**config.mk**
```make
export PLATFORM = sky130hd
export DESIGN_NAME = pwm_timebase
export DESIGN_NICKNAME = d
export VERILOG_FILES = /design/src/rtl/pwm_pkg.sv /design/src/rtl/pwm_prescaler.sv /design/src/rtl/pwm_timebase.sv
export SDC_FILE = /design/constraint.sdc
export NUM_CORES = 1
export LEC_CHECK = 0
export ABC_AREA = 1
export CORE_MARGIN = 5
export CORE_UTILIZATION = 52
export DETAILED_ROUTE_END_ITERATION = 16
export PLACE_DENSITY_LB_ADDON = 0.08
export SLEW_MARGIN = 40
export SYNTH_ARGS = -nofsm -noshare
export SYNTH_HDL_FRONTEND = slang
export SYNTH_SLANG_ARGS = --single-unit
```
**constraint.sdc**
```tcl
create_clock -name clk_i -period 2.45 [get_ports clk_i]
set_input_delay 0.49 -clock clk_i [delete_from_list [all_inputs] [get_ports clk_i]]
set_output_delay 0.49 -clock clk_i [all_outputs]
set_load 0.02 [all_outputs]
```
**src/rtl/pwm_pkg.sv**
```systemverilog
// pwm_pkg
//   Shared constants and types for the PWM timebase slice.
//   - PWM_WIDTH_DEF     : default width of counter, period and compare values
//   - PWM_PSC_WIDTH_DEF : default width of the prescaler
//   - pwm_state_e       : timebase state machine encoding (IDLE, RUN, DONE)
package pwm_pkg;

  localparam int unsigned PWM_WIDTH_DEF     = 16;
  localparam int unsigned PWM_PSC_WIDTH_DEF = 8;

  typedef enum logic [1:0] {
    IDLE = 2'd0,
    RUN  = 2'd1,
    DONE = 2'd2
  } pwm_state_e;

endpackage : pwm_pkg

```
**src/rtl/pwm_prescaler.sv**
```systemverilog
// pwm_prescaler
//   Clock divider for the PWM timebase. Counts 0..psc_i and raises tick_o
//   for one cycle when the count reaches psc_i, then restarts at 0. With
//   psc_i = 0 the tick is high every cycle.
// Ports
//   clk_i   : clock, rising edge
//   rst_n_i : asynchronous active-low reset
//   clear_i : hold the count at 0 and suppress the tick
//   psc_i   : division value (tick period = psc_i + 1 cycles)
//   tick_o  : one-cycle tick
module pwm_prescaler
  import pwm_pkg::*;
#(
  parameter int unsigned PSC_WIDTH = PWM_PSC_WIDTH_DEF
) (
  input  logic                 clk_i,
  input  logic                 rst_n_i,
  input  logic                 clear_i,
  input  logic [PSC_WIDTH-1:0] psc_i,
  output logic                 tick_o
);

  logic [PSC_WIDTH-1:0] cnt_q, cnt_d;

  // '>=' rather than '==' so a count left above a smaller psc_i can never
  // run the long way round through the full counter range.
  always_comb begin
    tick_o = 1'b0;
    cnt_d  = cnt_q;
    if (clear_i) begin
      cnt_d = '0;
    end else if (cnt_q >= psc_i) begin
      tick_o = 1'b1;
      cnt_d  = '0;
    end else begin
      cnt_d = cnt_q + 1'b1;
    end
  end

  always_ff @(posedge clk_i or negedge rst_n_i) begin
    if (!rst_n_i) begin
      cnt_q <= '0;
    end else begin
      cnt_q <= cnt_d;
    end
  end

endmodule : pwm_prescaler

```
**src/rtl/pwm_timebase.sv**
```systemverilog
// pwm_timebase
//   PWM timebase: prescaled up-counter with period wrap, shadowed
//   period/compare registers that only take effect at a wrap (or while
//   idle), and a one-shot mode.
//
//   state | meaning
//   ------+--------------------------------------------------------------
//   IDLE  | stopped, CNT = 0; pending shadow values are applied here
//   RUN   | prescaler and counter active; wraps pulse update_evt_o
//   DONE  | one-shot period finished; CNT held 0 until enable_i drops
//
// Ports
//   clk_i, rst_n_i           : clock and asynchronous active-low reset
//   enable_i                 : run request
//   one_shot_i               : stop after a single period per enable
//   wr_en_i                  : strobe capturing the *_in_i values into shadow
//   psc_in_i                 : new prescaler value (tick = clk / (psc + 1))
//   period_in_i, ccr_in_i,
//   ccr_on_in_i              : new period and compare values
//   cnt_o                    : timebase count
//   period_o, ccr_o, ccr_on_o: active values seen by the comparator
//   update_evt_o             : one-cycle pulse in the cycle CNT returns to 0
//   run_o                    : high while in RUN
module pwm_timebase
  import pwm_pkg::*;
#(
  parameter int unsigned WIDTH     = PWM_WIDTH_DEF,
  parameter int unsigned PSC_WIDTH = PWM_PSC_WIDTH_DEF
) (
  input  logic                 clk_i,
  input  logic                 rst_n_i,
  input  logic                 enable_i,
  input  logic                 one_shot_i,
  input  logic                 wr_en_i,
  input  logic [PSC_WIDTH-1:0] psc_in_i,
  input  logic [WIDTH-1:0]     period_in_i,
  input  logic [WIDTH-1:0]     ccr_in_i,
  input  logic [WIDTH-1:0]     ccr_on_in_i,
  output logic [WIDTH-1:0]     cnt_o,
  output logic [WIDTH-1:0]     period_o,
  output logic [WIDTH-1:0]     ccr_o,
  output logic [WIDTH-1:0]     ccr_on_o,
  output logic                 update_evt_o,
  output logic                 run_o
);

  pwm_state_e state_q, state_d;

  logic [WIDTH-1:0]     cnt_q, cnt_d;
  logic                 update_evt_q, update_evt_d;
  logic                 pending_q, pending_d;

  logic [PSC_WIDTH-1:0] psc_q, psc_sh_q;
  logic [WIDTH-1:0]     period_q, period_sh_q;
  logic [WIDTH-1:0]     ccr_q, ccr_sh_q;
  logic [WIDTH-1:0]     ccr_on_q, ccr_on_sh_q;

  logic                 psc_clear;
  logic                 tick;
  logic                 wrap;
  logic                 apply;

  // Prescaler only runs in RUN with enable still high, so an abort also
  // restarts the prescale phase.
  assign psc_clear = (state_q != RUN) || !enable_i;

  pwm_prescaler #(
    .PSC_WIDTH (PSC_WIDTH)
  ) u_prescaler (
    .clk_i   (clk_i),
    .rst_n_i (rst_n_i),
    .clear_i (psc_clear),
    .psc_i   (psc_q),
    .tick_o  (tick)
  );

  always_comb begin
    state_d = state_q;
    cnt_d   = '0;
    wrap    = 1'b0;
    unique case (state_q)
      IDLE: begin
        if (enable_i) state_d = RUN;
      end
      RUN: begin
        if (!enable_i) begin
          state_d = IDLE;
        end else begin
          cnt_d = cnt_q;
          if (tick) begin
            // '>=' also catches CNT left above a newly applied shorter period.
            if (cnt_q >= period_q) begin
              wrap  = 1'b1;
              cnt_d = '0;
              if (one_shot_i) state_d = DONE;
            end else begin
              cnt_d = cnt_q + 1'b1;
            end
          end
        end
      end
      DONE: begin
        if (!enable_i) state_d = IDLE;
      end
      default: state_d = IDLE;
    endcase
  end

  // Shadow values reach the comparator only at a period boundary or while
  // stopped, so the active set never changes mid-period.
  assign apply        = pending_q && (wrap || (state_q == IDLE));
  assign update_evt_d = wrap;

  // A write coinciding with an apply keeps pending set: the old shadow goes
  // active now and the new write waits for the next boundary.
  always_comb begin
    pending_d = pending_q;
    if (apply)   pending_d = 1'b0;
    if (wr_en_i) pending_d = 1'b1;
  end

  always_ff @(posedge clk_i or negedge rst_n_i) begin
    if (!rst_n_i) begin
      state_q      <= IDLE;
      cnt_q        <= '0;
      update_evt_q <= 1'b0;
      pending_q    <= 1'b0;
    end else begin
      state_q      <= state_d;
      cnt_q        <= cnt_d;
      update_evt_q <= update_evt_d;
      pending_q    <= pending_d;
    end
  end

  always_ff @(posedge clk_i or negedge rst_n_i) begin
    if (!rst_n_i) begin
      psc_sh_q    <= '0;
      period_sh_q <= '0;
      ccr_sh_q    <= '0;
      ccr_on_sh_q <= '0;
    end else if (wr_en_i) begin
      psc_sh_q    <= psc_in_i;
      period_sh_q <= period_in_i;
      ccr_sh_q    <= ccr_in_i;
      ccr_on_sh_q <= ccr_on_in_i;
    end
  end

  always_ff @(posedge clk_i or negedge rst_n_i) begin
    if (!rst_n_i) begin
      psc_q    <= '0;
      period_q <= '0;
      ccr_q    <= '0;
      ccr_on_q <= '0;
    end else if (apply) begin
      psc_q    <= psc_sh_q;
      period_q <= period_sh_q;
      ccr_q    <= ccr_sh_q;
      ccr_on_q <= ccr_on_sh_q;
    end
  end

  assign cnt_o        = cnt_q;
  assign period_o     = period_q;
  assign ccr_o        = ccr_q;
  assign ccr_on_o     = ccr_on_q;
  assign update_evt_o = update_evt_q;
  assign run_o        = (state_q == RUN);

endmodule : pwm_timebase

```
==> summary.txt <==
Outcome
  • Outcome: complete, no violations

Final layout
  • Commonest cells after routing, fill and taps aside: 341 x nand2_1, 139 x dfrtp_1, 124 x clkdlybuf4s50_1, 70 x nand3_1, 58 x inv_1
  • Final instance area: 8320 µm²
  • Area growth syn-to-layout: 30.8%
  • Share of cells above drive strength 1: between 6 and 7%
  • Fillcell total: 976
  • Antenna fix cells: 0
  • Commonest non-fill, non-tap cell in the layout: nand2_1
  • Nets@finish: 980
  • Fin cells: between 1,000 and 1,500

Yosys
  • Largest cells by area after synthesis: dfrtp_1 55%, nand2_1 20%, nand3_1 5.5%, ha_1 5.1%, inv_1 3.5%
  • Mean Syn Cell Area: just over 8 µm²
  • Post-synth top area cell: dfrtp_1
  • Netlist cell types: 27
  • Mapped Area: 6360 µm²
  • Register area share after synthesis: between 50% and 60%
  • Mapped Nets: 852
  • Synth warn: 0
  • Post-synthesis instance total: 765
  • Synthesis-stage register bit count: 140
  • Synth top area share: roughly 55%

Power and ir drop
  • Pwr Density: 1070 nW/µm²
  • Sw frac: 36.8%
  • Pleak: roughly 4.3 nW
  • Clk network pwr share: 26.9%
  • Sequential Power Share: 36.7%
  • Maximum vdd drop: between 0.6 and 0.7 mV
  • Net Switching: about 3.3 mW
  • Combinational power share: 36.5%
  • P_int: between 5 and 6 mW

Clock network
  • Post-CTS sizing: 0
  • Htree depth: 4
  • Cts hold-fix bufs: 0
  • CTS sink cnt: between 100 and 150
  • Root Buffer Master: clkbuf_16
  • CTS tree: yes
  • Max clock buf depth: 2
  • Post-CTS Setup Bufs: 0
  • Clock Pin Slew Worst Setup and Hold Paths: approximately 0.060 ns
  • TritonCTS buffer count: 17
  • Clk_lat worst skew: around 0.42 ns

STA
  • Relative slew margins: 60.2%
  • Max frequency: 448 MHz
  • RSZ-0062 raised after global routing: false
  • Clock skew: between 0.01 and 0.015 ns
  • Final period utilization: 91.1%
  • Setup ws final: between 0.2 and 0.25 ns
  • Setup Viol. Count Final: 0
  • Slew Limit Fails: 0
  • Actual slew at the worst max-slew pin: 0.597 ns
  • Min Tclk post-route: 2.23 ns
  • Fin Setup TNS: 0 ns
  • Final Hold Viols: 0

Global routing
  • Global Route Usage Sum: 21.9%
  • First-pass GRT wire length: roughly 25,000 µm
  • Largest net degree at the start of global routing: between 60 and 70
  • M3 GR Usage: 7.34%
  • Met1 global-route usage: between 20% and 30%
  • Initial antenna violation count: 0
  • Busiest metal layer after global routing: met2
  • M2 GR Usage: 34.6%
  • Vias in the first global route: 5,431
  • Overflow after GRT: 0

Place
  • Placed inst area: approximately 7800 µm²
  • Routability cong.: 0.886
  • Placed Cells: 1,021
  • DP Worst Slack: around 0.28 ns
  • I/O Buffers: 126
  • HPWL Detailed: between 10,000 and 15,000 µm

Routing
  • Antenna violation net count after detailed routing: 0
  • Final wirelength: 14,900 µm
  • Initial DRC count: 488
  • Via count: between 5,000 and 6,000
  • Routed vias/inst: 5.05
  • DR WL/cell: about 14 µm
  • DRC viols: 0
  • Drt pass-1 iters: 5

Die
  • Die X: between 100 and 150 µm
  • IO Pins: 127
  • Chip height: ~120 µm
  • Core Region: around 12,000 µm²
  • Initial Utilization: 52.9%
  • Die area: around 15,000 µm²
  • Row Count: 40

Worst setup path
  • Critical Path RT: around 2.8 ns
  • FF-to-FF Start: psc_q[7]
  • R2R Path End: ccr_on_o[14]
  • Crit path DAT: 2.58 ns
  • Depth of the most critical reg-to-reg path: 13
  • Crit path kind: reg -> reg
  • Reg2reg setup slack: 0.22 ns
  • Startpoint types: flop
  • CP endpoint kind: flop
  • CP Max Fanout: 27

Min path
  • HP Class: in -> async

Job
  • Max cap viols: 0
-- per-layer routing --
metal	vias up	wire length (µm)	share of wire, %
li1	2659	-	-
met1	2481	6440	43
met2	159	7150	48
met3	23	990	6.6
met4	0	327	2.2
met5	-	0	0
-- worst max-delay path by stage --
stage          startpoint           end  slack [ns]
3_5_place_dp     psc_q[7]      ccr_o[2]        0.28
4_1_cts          psc_q[7]  ccr_on_o[14]        0.22
6_report         psc_q[7]  ccr_on_o[14]        0.22
3_3_place_gp     enable_i      cnt_o[3]        0.33
5_1_grt          psc_q[7]     ccr_o[14]        0.02
2_1_floorplan    cnt_o[7]   period_o[0]        0.51
-- kinds of logic (layout without fill, tap and decap cells) --
logic type | Yosys count | count (layout) | share of synthesized area [%]
buffers and inverters | 94 | 235 | 6.51
flip-flops | 140 | 140 | 55.1
adder cells (fa/ha/maj) | 26 | 26 | 5.12
XOR/XNOR | 3 | 3 | 0.413
AO/OA/AOI/OAI | 38 | 38 | 3.15
AND/OR/NAND/NOR | 464 | 464 | 29.7
-- critical path: stages, from the launching register on --
cell,delay (ns)
dfrtp_1,0.36
inv_1,0.06
ha_1,0.29
nand2_1,0.08
nor2_2,0.16
nand4_2,0.14
nand3_1,0.18
nand2_1,0.08
inv_1,0.07
nand2_2,0.07
nand2_2,0.11
buf_4,0.30
nand3_1,0.14
nand2_1,0.11
-- final cells by class --
type                    count  area (µm²)  share of cell area [%]
well taps                 147         184                    2.21
flip-flops and latches    140        3500                    42.1
clock buffers              22         464                    5.58
repair buffers            142        1400                    16.9
clock inverters            10        91.3                    1.10
multi-input cells         531        2440                    29.4
inverters                  61         229                    2.75
-- cells in the mapped netlist --
master,instances
nand3_1,70
a21oi_1,18
nor2_2,2
inv_1,59
nor2_1,33
buf_4,5
xor2_1,2
xnor2_1,1
dfrtp_1,140
a21boi_0,1
buf_6,5
buf_1,2
o21ai_0,13
nand2_1,342
inv_2,2
nand2_2,2
nand4_2,2
nor3b_2,1
o21ai_1,2
a31oi_1,2
and3_1,1
buf_2,4
nor3_1,5
clkbuf_1,17
nand4_1,6
ha_1,26
a21o_1,2
-- through the flow --
stage,hold slack [ns],util (%),power (mW)
4_1_cts,0.0588,69.3,9.00
5_1_grt,0.0925,69.3,9.50
3_5_place_dp,0.458,64.6,6.56
2_1_floorplan,0.194,-,5.21
6_report,0.0512,69.3,8.92
3_3_place_gp,0.454,64.6,6.44
-- sequential cells by signal, indices dropped and copies added, names as in the netlist --
register,flops
ccr_o,16
ccr_on_o,16
ccr_on_sh_q,16
ccr_sh_q,16
cnt_o,16
period_o,16
period_sh_q,16
psc_q,8
psc_sh_q,8
u_prescaler.cnt_q,8
state_q,2
pending_q,1
update_evt_o,1
-- power groups by stage --
stage	Combinational (mW)	Sequential (mW)	Clock, mW
final	3.25	3.27	2.40
after global routing	3.61	3.34	2.55
after CTS	3.29	3.27	2.44
after detailed placement	3.27	3.29	0
after global placement	3.15	3.30	0
after floorplan	1.60	3.61	0
No activity file was read; power rests on OpenSTA's default activity.
